**src/rtl/ysyx_25030085_pc_pkg.sv**
```systemverilog
// Shared types and default vectors for the NPC program-counter generator.
package ysyx_25030085_pc_pkg;

  typedef enum logic [1:0] {
    SEQ  = 2'b00,
    REL  = 2'b01,
    IND  = 2'b10,
    TRAP = 2'b11
  } jump_e;

  typedef enum logic [1:0] {
    IDLE  = 2'b00,
    FETCH = 2'b01,
    EXEC  = 2'b10
  } state_e;

  localparam logic [31:0] DEF_RESET_VECTOR = 32'h8000_0000;
  localparam logic [31:0] DEF_TRAP_VECTOR  = 32'h8000_0100;

endpackage

```
**src/rtl/ysyx_25030085_pc_gen_if.sv**
```systemverilog
// Fetch handshake and commit bundle between the PC generator, the IFU and the EXU.
interface ysyx_25030085_pc_gen_if #(
  parameter int XLEN = 32
);
  import ysyx_25030085_pc_pkg::*;

  logic            fetch_valid;
  logic            fetch_ready;
  logic [XLEN-1:0] fetch_pc;
  logic            commit_valid;
  jump_e           commit_jump;
  logic            commit_take;
  logic [XLEN-1:0] commit_imm;
  logic [XLEN-1:0] commit_alu;
  logic [XLEN-1:0] commit_tgt;

  modport master (
    output fetch_valid, fetch_pc,
    input  fetch_ready,
    input  commit_valid, commit_jump, commit_take, commit_imm, commit_alu, commit_tgt
  );

  modport slave (
    input  fetch_valid, fetch_pc,
    output fetch_ready,
    output commit_valid, commit_jump, commit_take, commit_imm, commit_alu, commit_tgt
  );

endinterface

```
**src/rtl/ysyx_25030085_npc_calc.sv**
```systemverilog
// Combinational next-PC selection and target alignment check.
// Macro PC_MISALIGN_CHK_EN enables the misaligned-target detect; otherwise misalign is 0.
module ysyx_25030085_npc_calc
  import ysyx_25030085_pc_pkg::*;
#(
  parameter int XLEN = 32
) (
  input  logic [XLEN-1:0] pc,
  input  jump_e           jump,
  input  logic            take,
  input  logic [XLEN-1:0] imm,
  input  logic [XLEN-1:0] alu,
  input  logic [XLEN-1:0] tgt,
  output logic [XLEN-1:0] npc,
  output logic            misalign
);

  always_comb begin
    npc = pc + XLEN'(4);
    case (jump)
      SEQ:  npc = pc + XLEN'(4);
      REL:  npc = take ? (pc + imm) : (pc + XLEN'(4));
      // jalr clears bit 0 of the ALU sum before it becomes a PC
      IND:  npc = alu & ~XLEN'(1);
      TRAP: npc = tgt;
      default: npc = pc + XLEN'(4);
    endcase
  end

`ifdef PC_MISALIGN_CHK_EN
  assign misalign = |npc[1:0];
`else
  assign misalign = 1'b0;
`endif

endmodule

```
**src/rtl/ysyx_25030085_pc_gen.sv**
```systemverilog
// Program-counter generator: IDLE/FETCH/EXEC loop, PC register, retired-instruction counter.
// Macro PC_MISALIGN_CHK_EN redirects misaligned targets to TRAP_VECTOR and pulses misalign_o.
module ysyx_25030085_pc_gen
  import ysyx_25030085_pc_pkg::*;
#(
  parameter int              XLEN         = 32,
  parameter logic [XLEN-1:0] RESET_VECTOR = XLEN'(DEF_RESET_VECTOR),
  parameter logic [XLEN-1:0] TRAP_VECTOR  = XLEN'(DEF_TRAP_VECTOR),
  parameter int              CNT_W        = 64
) (
  input  logic                    clk,
  input  logic                    rst_n,
  ysyx_25030085_pc_gen_if.master  bus,
  output logic [XLEN-1:0]         pc_out,
  output logic                    misalign_o,
  output logic [CNT_W-1:0]        retire_cnt
);

  localparam logic [1:0] S_IDLE  = IDLE;
  localparam logic [1:0] S_FETCH = FETCH;
  localparam logic [1:0] S_EXEC  = EXEC;

  logic [1:0]      state;
  logic [XLEN-1:0] pc;
  logic [XLEN-1:0] npc;
  logic            misalign;

  ysyx_25030085_npc_calc #(.XLEN(XLEN)) u_npc_calc (
    .pc       (pc),
    .jump     (bus.commit_jump),
    .take     (bus.commit_take),
    .imm      (bus.commit_imm),
    .alu      (bus.commit_alu),
    .tgt      (bus.commit_tgt),
    .npc      (npc),
    .misalign (misalign)
  );

  assign bus.fetch_valid = (state == S_FETCH);
  assign bus.fetch_pc    = pc;
  assign pc_out          = pc;

  always_ff @(posedge clk or negedge rst_n) begin
    if (!rst_n) begin
      state      <= S_IDLE;
      pc         <= RESET_VECTOR;
      retire_cnt <= '0;
      misalign_o <= 1'b0;
    end else begin
      misalign_o <= 1'b0;
      case (state)
        S_IDLE:  state <= S_FETCH;
        S_FETCH: if (bus.fetch_ready) state <= S_EXEC;
        S_EXEC: begin
          if (bus.commit_valid) begin
            pc         <= misalign ? TRAP_VECTOR : npc;
            retire_cnt <= retire_cnt + CNT_W'(1);
            misalign_o <= misalign;
            state      <= S_FETCH;
          end
        end
        default: state <= S_IDLE;
      endcase
    end
  end

  // A commit outside EXEC is flagged and must leave the architectural state untouched
  cover property (@(posedge clk) disable iff (!rst_n) bus.commit_valid && state != S_EXEC);

  assert property (@(posedge clk) disable iff (!rst_n)
    (bus.commit_valid && state != S_EXEC) |=> ($stable(pc) && $stable(retire_cnt)))
    else $error("commit_valid outside EXEC altered pc/retire_cnt");

endmodule
```
**src/flat_wrapper.sv**
```systemverilog
// flat-port wrapper written by rule: the top's interface ports become plain ports
module ysyx_25030085_pc_gen_flat import ysyx_25030085_pc_pkg::*;
#(
  parameter int              XLEN         = 32,
  parameter logic [XLEN-1:0] RESET_VECTOR = XLEN'(DEF_RESET_VECTOR),
  parameter logic [XLEN-1:0] TRAP_VECTOR  = XLEN'(DEF_TRAP_VECTOR),
  parameter int              CNT_W        = 64
)
  (clk, rst_n, pc_out, misalign_o, retire_cnt, bus_fetch_valid, bus_fetch_pc, bus_fetch_ready, bus_commit_valid, bus_commit_jump, bus_commit_take, bus_commit_imm, bus_commit_alu, bus_commit_tgt);
  ysyx_25030085_pc_gen_if #(.XLEN(XLEN)) bus_i ();
  input  logic clk;
  input  logic rst_n;
  output logic [XLEN-1:0] pc_out;
  output logic misalign_o;
  output logic [CNT_W-1:0] retire_cnt;
  output wire logic [$bits(bus_i.fetch_valid)-1:0] bus_fetch_valid;
  output wire logic [$bits(bus_i.fetch_pc)-1:0] bus_fetch_pc;
  input wire logic [$bits(bus_i.fetch_ready)-1:0] bus_fetch_ready;
  input wire logic [$bits(bus_i.commit_valid)-1:0] bus_commit_valid;
  input wire logic [$bits(bus_i.commit_jump)-1:0] bus_commit_jump;
  input wire logic [$bits(bus_i.commit_take)-1:0] bus_commit_take;
  input wire logic [$bits(bus_i.commit_imm)-1:0] bus_commit_imm;
  input wire logic [$bits(bus_i.commit_alu)-1:0] bus_commit_alu;
  input wire logic [$bits(bus_i.commit_tgt)-1:0] bus_commit_tgt;
  assign bus_fetch_valid = bus_i.fetch_valid;
  assign bus_fetch_pc = bus_i.fetch_pc;
  assign bus_i.fetch_ready = bus_fetch_ready;
  assign bus_i.commit_valid = bus_commit_valid;
  assign bus_i.commit_jump = bus_commit_jump;
  assign bus_i.commit_take = bus_commit_take;
  assign bus_i.commit_imm = bus_commit_imm;
  assign bus_i.commit_alu = bus_commit_alu;
  assign bus_i.commit_tgt = bus_commit_tgt;
  ysyx_25030085_pc_gen #(.XLEN(XLEN), .RESET_VECTOR(RESET_VECTOR), .TRAP_VECTOR(TRAP_VECTOR), .CNT_W(CNT_W)) u_core (.clk(clk), .rst_n(rst_n), .bus(bus_i), .pc_out(pc_out), .misalign_o(misalign_o), .retire_cnt(retire_cnt));
endmodule
```
**config.mk**
```make
export PLATFORM = sky130hd
export DESIGN_NAME = ysyx_25030085_pc_gen_flat
export DESIGN_NICKNAME = d
export VERILOG_FILES = /design/src/rtl/ysyx_25030085_pc_pkg.sv /design/src/rtl/ysyx_25030085_pc_gen_if.sv /design/src/rtl/ysyx_25030085_npc_calc.sv /design/src/rtl/ysyx_25030085_pc_gen.sv /design/src/flat_wrapper.sv
export SDC_FILE = /design/constraint.sdc
export NUM_CORES = 1
export LEC_CHECK = 0
export BUFFER_PORTS_ARGS = -buffer_cell sky130_fd_sc_hd__buf_2
export CAP_MARGIN = 20
export CORE_MARGIN = 1
export CORE_UTILIZATION = 30
export DETAILED_ROUTE_END_ITERATION = 7
export SYNTH_ARGS = -nofsm -noshare
export SYNTH_HDL_FRONTEND = slang
export SYNTH_SLANG_ARGS = --single-unit
```
**constraint.sdc**
```tcl
create_clock -name clk -period 9.1 [get_ports clk]
set_input_delay 2.275 -clock clk [delete_from_list [all_inputs] [get_ports clk]]
set_output_delay 2.275 -clock clk [all_outputs]
set_load 0.1 [all_outputs]
```
# Word level (Yosys, flattened, before mapping)
# Cells that the tools add are included.
[classes] addsub=3 eq_ne=7 n_mux=5 n_reduce_logical=4
[ops] op="32-bit case mux with 4 select lines" n=1
[ops] op="64-bit by 1-bit adder with 64-bit output, second input constant" n=1
[ops] op="32-bit by 3-bit adder with 32-bit output, second input constant" n=1
[ops] op="32-bit adder" n=1
[ops] op="32-bit two-way mux" n=1
[ops] op="2-bit equality test, second input constant" n=3
[ops] op="2-bit case mux with 3 select lines" n=1
[ops] op="2-bit by 1-bit equality test with 1-bit output, second input constant" n=2
[ops] op="2-bit zero test" n=2
[ops] op="2-bit two-way mux" n=2
[ops] op="2-bit AND reduction" n=2
[ops] op="2-bit by 1-bit != test with 1-bit output, second input constant" n=1
[ops] op="2-bit != test, second input constant" n=1
[word_totals] ff_bits=98 inputBits=103 output_inout_bits=130 elab_cells=22

# Logic depth before layout (Yosys ltp)
# Gate-level depths: netlist (run 1).
[logic_depth] ltp_word=3 ltp_mapped=10

# By module
# A second synthesis (run 1) with hierarchy kept.
[hier_totals] cells_unflattened=962 area_unflattened_um2=7921.3
[modules_own_cells] module="ysyx_25030085_pc_gen" instances=1 cells_each=464 area_per_inst_um2=4624.4 seq_area_each_um2=2478.6
[modules_own_cells] module="ysyx_25030085_npc_calc" instances=1 cells_each=498 area_per_inst_um2=3296.9 seq_area_each_um2=0.0

# Worst setup path before layout (run 1)
# OpenSTA, ideal clock, no wires.
[synth_path] path_kind="in2reg" from="input port bus_commit_imm[0]" to="register u_core.pc[8], in the netlist u_core.bus.fetch_pc[8]" setup_ns=0.137 t_arrival_ns=4.618 slack_ns=4.345 cell_stages=10 path_buffers=0 path_cell_list="ha_1 fa_1 a211oi_1 o21bai_1 a2111oi_0 nor2_1 xor2_1 a221oi_1 a21oi_1 a2bb2oi_1"
[synth_between] elab_chain_cells=3
[synth_rtl] item="start, declared" line_no="flat_wrapper.sv:22" source="input wire logic [$bits(bus_i.commit_imm)-1:0] bus_commit_imm;"
[synth_rtl] item="32-bit adder" line_no="ysyx_25030085_npc_calc.sv:22" source="REL: npc = take ? (pc + imm) : (pc + XLEN'(4));"
[synth_rtl] item="32-bit two-way mux" line_no="ysyx_25030085_npc_calc.sv:22"
[synth_rtl] item="32-bit case mux with 4 select lines" line_no="ysyx_25030085_npc_calc.sv:20" source="case (jump)"
[synth_rtl] item="end signal, assigned" line_no="ysyx_25030085_pc_gen.sv:56" source="pc <= misalign ? TRAP_VECTOR : npc;"
[synth_rtl] item="end, declared" line_no="ysyx_25030085_pc_gen.sv:24" source="logic [XLEN-1:0] pc;"
# Every way passes these cells.
# A chain may end at the register's enable or synchronous reset.

# Final worst setup path (run 1)
[layout_path] from="input port bus_commit_imm[0]" to="register u_core.pc[24], in the netlist u_core.bus.fetch_pc[24]"
# Same word-level chain as after synthesis.

==> run_results.csv, run 1 <==
group,metric,value,unit
cells_and_area,areaGrowthSynthToFinish,20.6,%
timing,min_period,5.32,ns
timing,grt_setup_unrepaired,"no",
grt,grt_util_all_layers,18.2,%
floorplanning,core,24300,um^2
yosys,synth_mux_area_share,4.20,%
place,port-buffer-count,230,
timing,fin_setup_tns,0,ns
grt,grt_pass1_vias,6748,
cts,cts_root_buffer,"clkbuf_16",
cts,clkTransAtPathRegs,0.07,ns
yosys,synthXorXnorAreaFrac,10.9,%
critical_path,critPathCaptureType,"register",
cells_and_area,drive_gt1_share,27.3,%
timing,setup_viol,0,
yosys,synth_compound_area_share,18.5,%
place,hpwl,17.3,mm
cts,cts_buffers,9,
power_and_ir_drop,power,0.00315,W
timing,period_share,58.5,%
yosys,syn-num-nets,1010,
yosys,synth_warnings,0,
yosys,yosys.area_share.adder,5.81,%
timing,fin_skew,0.0158,ns
power_and_ir_drop,leakage,4.31,nW
critical_path,crit_type,"in -> reg",
grt,antenna_found_initial,1,
detailed_routing,drcViolationCount,0,
detailed_routing,via_per_inst,5.18,
yosys,synth_top_family_by_area,"simple AND/OR/NAND/NOR gates",
critical_path,crit_fanout,3,
cts,post_cts_buffers,0,
cells_and_area,mostFrequentLayoutCells,"229 x buf_2, 102 x nand2_1, 97 x dfrtp_1, 69 x o21ai_0, 68 x xnor2_1",
critical_path,worstPathRequired,9.28,ns
hold_path,holdCritPathClass,"reg -> reg",
critical_path,arrival,5.50,ns
yosys,ys_ff_latch,98,
detailed_routing,drt_wl_total,23.3,mm
cells_and_area,utilization,36.9,%
grt,globalRouteMet2Util,30.6,%
yosys,synthDistinctLibCells,68,
cts,h-tree-depth,3,
floorplanning,die_h,160,um
outcome,status,"completed",
timing,clock.fmax,0.188,GHz
floorplanning,dieArea,25500,um^2
cells_and_area,fin_nets,1190,
flow_run,maxCapViolations,0,
cts,cts_buffer_depth,2,
yosys,yosysSeqAreaShare,32.9,%
cts,cts_sinks,98,
critical_path,rrSetupSlack,5.39,ns
critical_path,cp-start-kind,"input port",
cells_and_area,num_antenna_cells,0,
floorplanning,floorplan.initialDensity,30.6,%
timing,whs,0.483,ns
grt,top_usage_layer,"met2",
yosys,synth_area,7450,um^2
detailed_routing,dr.pass1.iters,5,
yosys,synth_edf_count,0,
timing,slew_violations,0,
detailed_routing,ant_nets,0,
floorplanning,io_pins,233,
floorplanning,rows,57,
timing,worst_pin_slew,0.933,ns
yosys,yosys.area_share.simple,21.8,%
cts,clock_latency,0.35,ns
yosys,avgSynthCellArea,8.53,um^2
yosys,ys.flop_type,"dfrtp_1",
grt,met1_usage,24.4,%
power_and_ir_drop,p_per_area,351,nW/um^2
detailed_routing,initialDrtViolationCount,466,
yosys,async_reset_ff_share,100,%
grt,overflow,0,
grt,met3_usage,2.84,%
place,gp_congestion,0.874,
power_and_ir_drop,ir_drop,0.290,mV
cts,cts_tree,"done",
cells_and_area,fillers,2538,
cells_and_area,mostFrequentLayoutCell,"buf_2",
detailed_routing,vias,7164,
floorplanning,die_w,160,um
detailed_routing,avgRoutedWirePerCell,16.8,um
cts,cts-resized-gates,0,
grt,grt_max_degree,67,
grt,grt_first_pass_wirelength,37.0,mm
yosys,synthCells,873,
timing,hold_viol,0,
cts,cts-hold-fix-buffers,0,
timing,relSlewSlack,37.8,%
metal layers:
| layer | vias up | part of all wire, % |
|---|---|---|
| li1 | 3499 | - |
| met1 | 3384 | 46 |
| met2 | 264 | 47 |
| met3 | 15 | 6.0 |
| met4 | 2 | 1.1 |
| met5 | - | 0.047 |
report_power, final:
| part | total [W] | switching (W) | leakage [nW] | internal (W) |
|---|---|---|---|---|
| combinational | 0.00207 | 0.00161 | 2.87 | 0.000461 |
| clock | 0.000406 | 0.000188 | 0.142 | 0.000218 |
| sequential | 0.000670 | 0.000156 | 1.30 | 0.000514 |
cells by family after synthesis:
kind of cell,Yosys count
AO/OA/AOI/OAI,216
buffers and inverters,81
AND/OR/NAND/NOR,323
other,1
XOR/XNOR,92
multiplexers,28
adder cells (fa/ha/maj),34
flip-flops,98
final timing paths:
kind,end,cells after the start,start
min in group asynchronous,u_core.bus.fetch_pc[6],1,rst_n
worst min register to register,u_core.retire_cnt[51],1,u_core.retire_cnt[51]
max in group asynchronous,u_core.retire_cnt[41],2,rst_n
worst min-delay path,u_core.retire_cnt[51],1,u_core.retire_cnt[51]
worst max-delay path,u_core.bus.fetch_pc[24],11,bus_commit_imm[0]
worst max register to register,u_core.bus.fetch_pc[24],10,u_core.bus.fetch_pc[0]
synthesized netlist by cell type (5+ instances only):
master    count  share of area [%]
o21bai_1      5               0.50
nand3_1      42                2.8
o21ai_0      69                4.6
or3_1         7               0.59
buf_4        33                3.3
inv_1        14               0.71
nand2b_1      9               0.76
nor2b_1       8               0.67
a21oi_1      46                3.1
and3_1       24                2.0
nor3_1       17                1.1
a21o_1       14                1.4
nand4_1      14                1.2
and4_1        7               0.82
xor2_1       23                2.7
mux2_2       26                3.9
o221ai_1     10                1.2
and2_1       11               0.92
a221oi_1      8               0.94
ha_1         33                5.5
clkbuf_1     29                1.5
a22oi_1       5               0.50
nor2_1       59                3.0
a31oi_1      10               0.84
xnor2_1      68                8.0
dfrtp_1      97                 33
a211oi_1      9               0.91
nand2_1     102                5.1
critical path, stage by stage:
cell	delay, ns
buf_2	0.10
ha_1	0.21
fa_1	0.45
a211oi_1	0.46
o21bai_1	0.16
a2111oi_0	0.68
nor4_1	0.18
o21ai_0	0.43
nor3_1	0.12
a211oi_1	0.25
o221ai_1	0.19
metrics by stage:
stage,cell area (um^2),setup slack (ns),std cells
finish,8980,3.78,1382
global route,8980,3.37,1382
floorplan,7450,4.35,873
CTS,8980,3.86,1382
detailed placement,8680,3.50,1366
global placement,8680,3.56,1366
layout make-up:
cell class | count | area, um^2 | share of cell area [%]
clock inverter | 6 | 73.8 | 0.822
timing repair buffer | 236 | 1200 | 13.4
sequential | 98 | 2450 | 27.3
clock buffer | 10 | 229 | 2.55
tap | 324 | 405 | 4.52
inverter | 14 | 52.6 | 0.585
multi-input combinational | 694 | 4570 | 50.9
state kept, by name, summed over array words and instances, names as in the netlist:
| signal | cells |
|---|---|
| u_core.state | 2 |
| u_core.bus.fetch_pc | 32 |
| u_core.retire_cnt | 64 |
(Power assumes the default switching activity.)
==> run 2: changes to the inputs <==
==> constraint.sdc (replaced) <==
create_clock -name clk -period 4.9 [get_ports clk]
set_input_delay 1.225 -clock clk [delete_from_list [all_inputs] [get_ports clk]]
set_output_delay 1.225 -clock clk [all_outputs]
set_load 0.1 [all_outputs]
==> run 2 against run 1 <==
Routed wire length is 0.77% lower; setup slack lost 2.9 ns; critical path depth did not move; clock power up 80%; clock skew down 0.0072 ns; non-clock buffer count up 3; critical endpoint unchanged; count of clock-buffer cells in the layout is 1 lower; register-to-register slack got worse by 3.9 ns; total power up 85%; sequential share of layout area down 0.053 points; global-route usage fell by 0.061 points.
==> run_results.csv, run 2 (same netlist as run 1, synthesis figures left out) <==
group,metric,value,unit
outcome,status,"completed",
place,port-buffer-count,230,
cells_and_area,areaGrowthSynthToFinish,20.8,%
critical_path,rrSetupSlack,1.48,ns
cells_and_area,fillers,2531,
detailed_routing,initialDrtViolationCount,435,
grt,grt_max_degree,68,
detailed_routing,ant_nets,0,
cells_and_area,fin_nets,1193,
detailed_routing,wl_met3,1.29,mm
timing,period_share,81.1,%
place,hpwl,17.5,mm
critical_path,crit_fanout,3,
flow_run,maxCapViolations,0,
floorplanning,die_w,160,um
cells_and_area,largest_reg_flops,64,
power_and_ir_drop,ir_drop,0.545,mV
critical_path,worstPathRequired,5.10,ns
cts,cts_buffer_depth,2,
cts,clkTransAtPathRegs,0.08,ns
detailed_routing,via_per_inst,5.19,
grt,overflow,0,
floorplanning,io_pins,233,
hold_path,holdCritPathClass,"reg -> reg",
timing,fin_setup_tns,0,ns
floorplanning,dieArea,25500,um^2
cells_and_area,largest-register,"u_core.retire_cnt",
critical_path,r2r_start,"u_core.bus.fetch_pc[0]",
floorplanning,core,24300,um^2
floorplanning,rows,57,
detailed_routing,m1WireLength,10.6,mm
timing,hold_viol,0,
cells_and_area,ff_latch_area,2450,um^2
detailed_routing,vias,7194,
floorplanning,die_h,160,um
cells_and_area,drive_gt1_share,27.6,%
timing,relSlewSlack,42.9,%
cts,cts_sinks,98,
timing,slew_violations,0,
cts,cts_root_buffer,"clkbuf_16",
cells_and_area,mostFrequentLayoutCell,"buf_2",
place,dpl_cell_area,8700,um^2
critical_path,arrival,4.18,ns
cts,cts-resized-gates,0,
cts,clock_latency,0.35,ns
cells_and_area,num_antenna_cells,0,
cts,post_cts_buffers,0,
critical_path,critPathCaptureType,"register",
timing,worst_pin_slew,0.857,ns
cells_and_area,multiInputGateArea,4570,um^2
detailed_routing,met2WireLength,10.8,mm
cells_and_area,mostFrequentLayoutCells,"229 x buf_2, 102 x nand2_1, 97 x dfrtp_1, 69 x o21ai_0, 68 x xnor2_1",
cells_and_area,utilization,37.0,%
detailed_routing,drt_wl_total,23.1,mm
timing,min_period,3.97,ns
floorplanning,floorplan.initialDensity,30.6,%
grt,grt_util_all_layers,18.2,%
detailed_routing,avgRoutedWirePerCell,16.7,um
critical_path,crit_type,"in -> reg",
power_and_ir_drop,power,0.00582,W
power_and_ir_drop,leakage,4.33,nW
critical_path,crit_end,"u_core.bus.fetch_pc[24]",
critical_path,cp-startpoint,"bus_commit_imm[0]",
grt,grt_pass1_vias,6792,
cts,cts_tree,"done",
grt,antenna_found_initial,1,
place,gp_congestion,0.902,
timing,grt_setup_unrepaired,"no",
cts,h-tree-depth,3,
power_and_ir_drop,p_per_area,647,nW/um^2
detailed_routing,highest_layer,"met5",
timing,setup_viol,0,
critical_path,r2r_cells,10,
cts,cts_buffers,9,
grt,grt_first_pass_wirelength,36.8,mm
critical_path,cp-start-kind,"input port",
critical_path,r2r_end,"u_core.bus.fetch_pc[24]",
detailed_routing,drcViolationCount,0,
cts,cts-hold-fix-buffers,0,
cells_and_area,final_area,9000,um^2
timing,clock.fmax,0.252,GHz
timing,fin_skew,0.00859,ns
detailed_routing,dr.pass1.iters,5,
run 2: how the worst min path moves through the flow:
stage                                      from               endpoint  cells after the start
after CTS                 u_core.retire_cnt[19]  u_core.retire_cnt[19]                      1
after detailed placement  u_core.retire_cnt[19]  u_core.retire_cnt[19]                      1
after floorplan                 u_core.state[1]        u_core.state[0]                      1
final                     u_core.retire_cnt[19]  u_core.retire_cnt[19]                      1
after global routing      u_core.retire_cnt[55]  u_core.retire_cnt[55]                      1
after global placement    u_core.retire_cnt[58]  u_core.retire_cnt[58]                      1
run 2: per-layer routing:
layer  track usage (%)  vias to the layer above
li1                  -                     3500
met1              24.3                     3418
met2              29.7                      245
met3              3.33                       29
met4              5.29                        2
met5                 0                        -
run 2: where the power goes:
| group | internal (W) | switching, W |
|---|---|---|
| Combinational | 0.000856 | 0.00299 |
| Clock | 0.000362 | 0.000370 |
| Sequential | 0.000954 | 0.000297 |
| Total | 0.00217 | 0.00365 |
run 2: final cells by class:
class | count | area share [%]
flip-flops and latches | 98 | 27.3
clock inverters | 7 | 0.807
inverters | 14 | 0.584
multi-input cells | 694 | 50.8
well taps | 324 | 4.51
clock buffers | 9 | 2.50
repair buffers | 239 | 13.6
run 2: per-stage QoR:
| step | hold WS, ns | setup WS [ns] | cells |
|---|---|---|---|
| 5_1_grt | 0.503 | 0.679 | 1385 |
| 3_5_place_dp | 0.479 | 0.567 | 1369 |
| 3_3_place_gp | 0.467 | 0.539 | 1369 |
| 4_1_cts | 0.491 | 0.948 | 1385 |
| 6_report | 0.482 | 0.926 | 1385 |
| 2_1_floorplan | 0.511 | 1.20 | 873 |
run 2: worst max-delay path, cell delays in order:
cell and delay (ns):
buf_2 0.10, ha_1 0.21, fa_1 0.44, a211oi_1 0.38
o21bai_1 0.16, a2111oi_0 0.63, nor4_1 0.17, o21ai_0 0.38
nor3_1 0.11, a211oi_1 0.21, o221ai_1 0.15
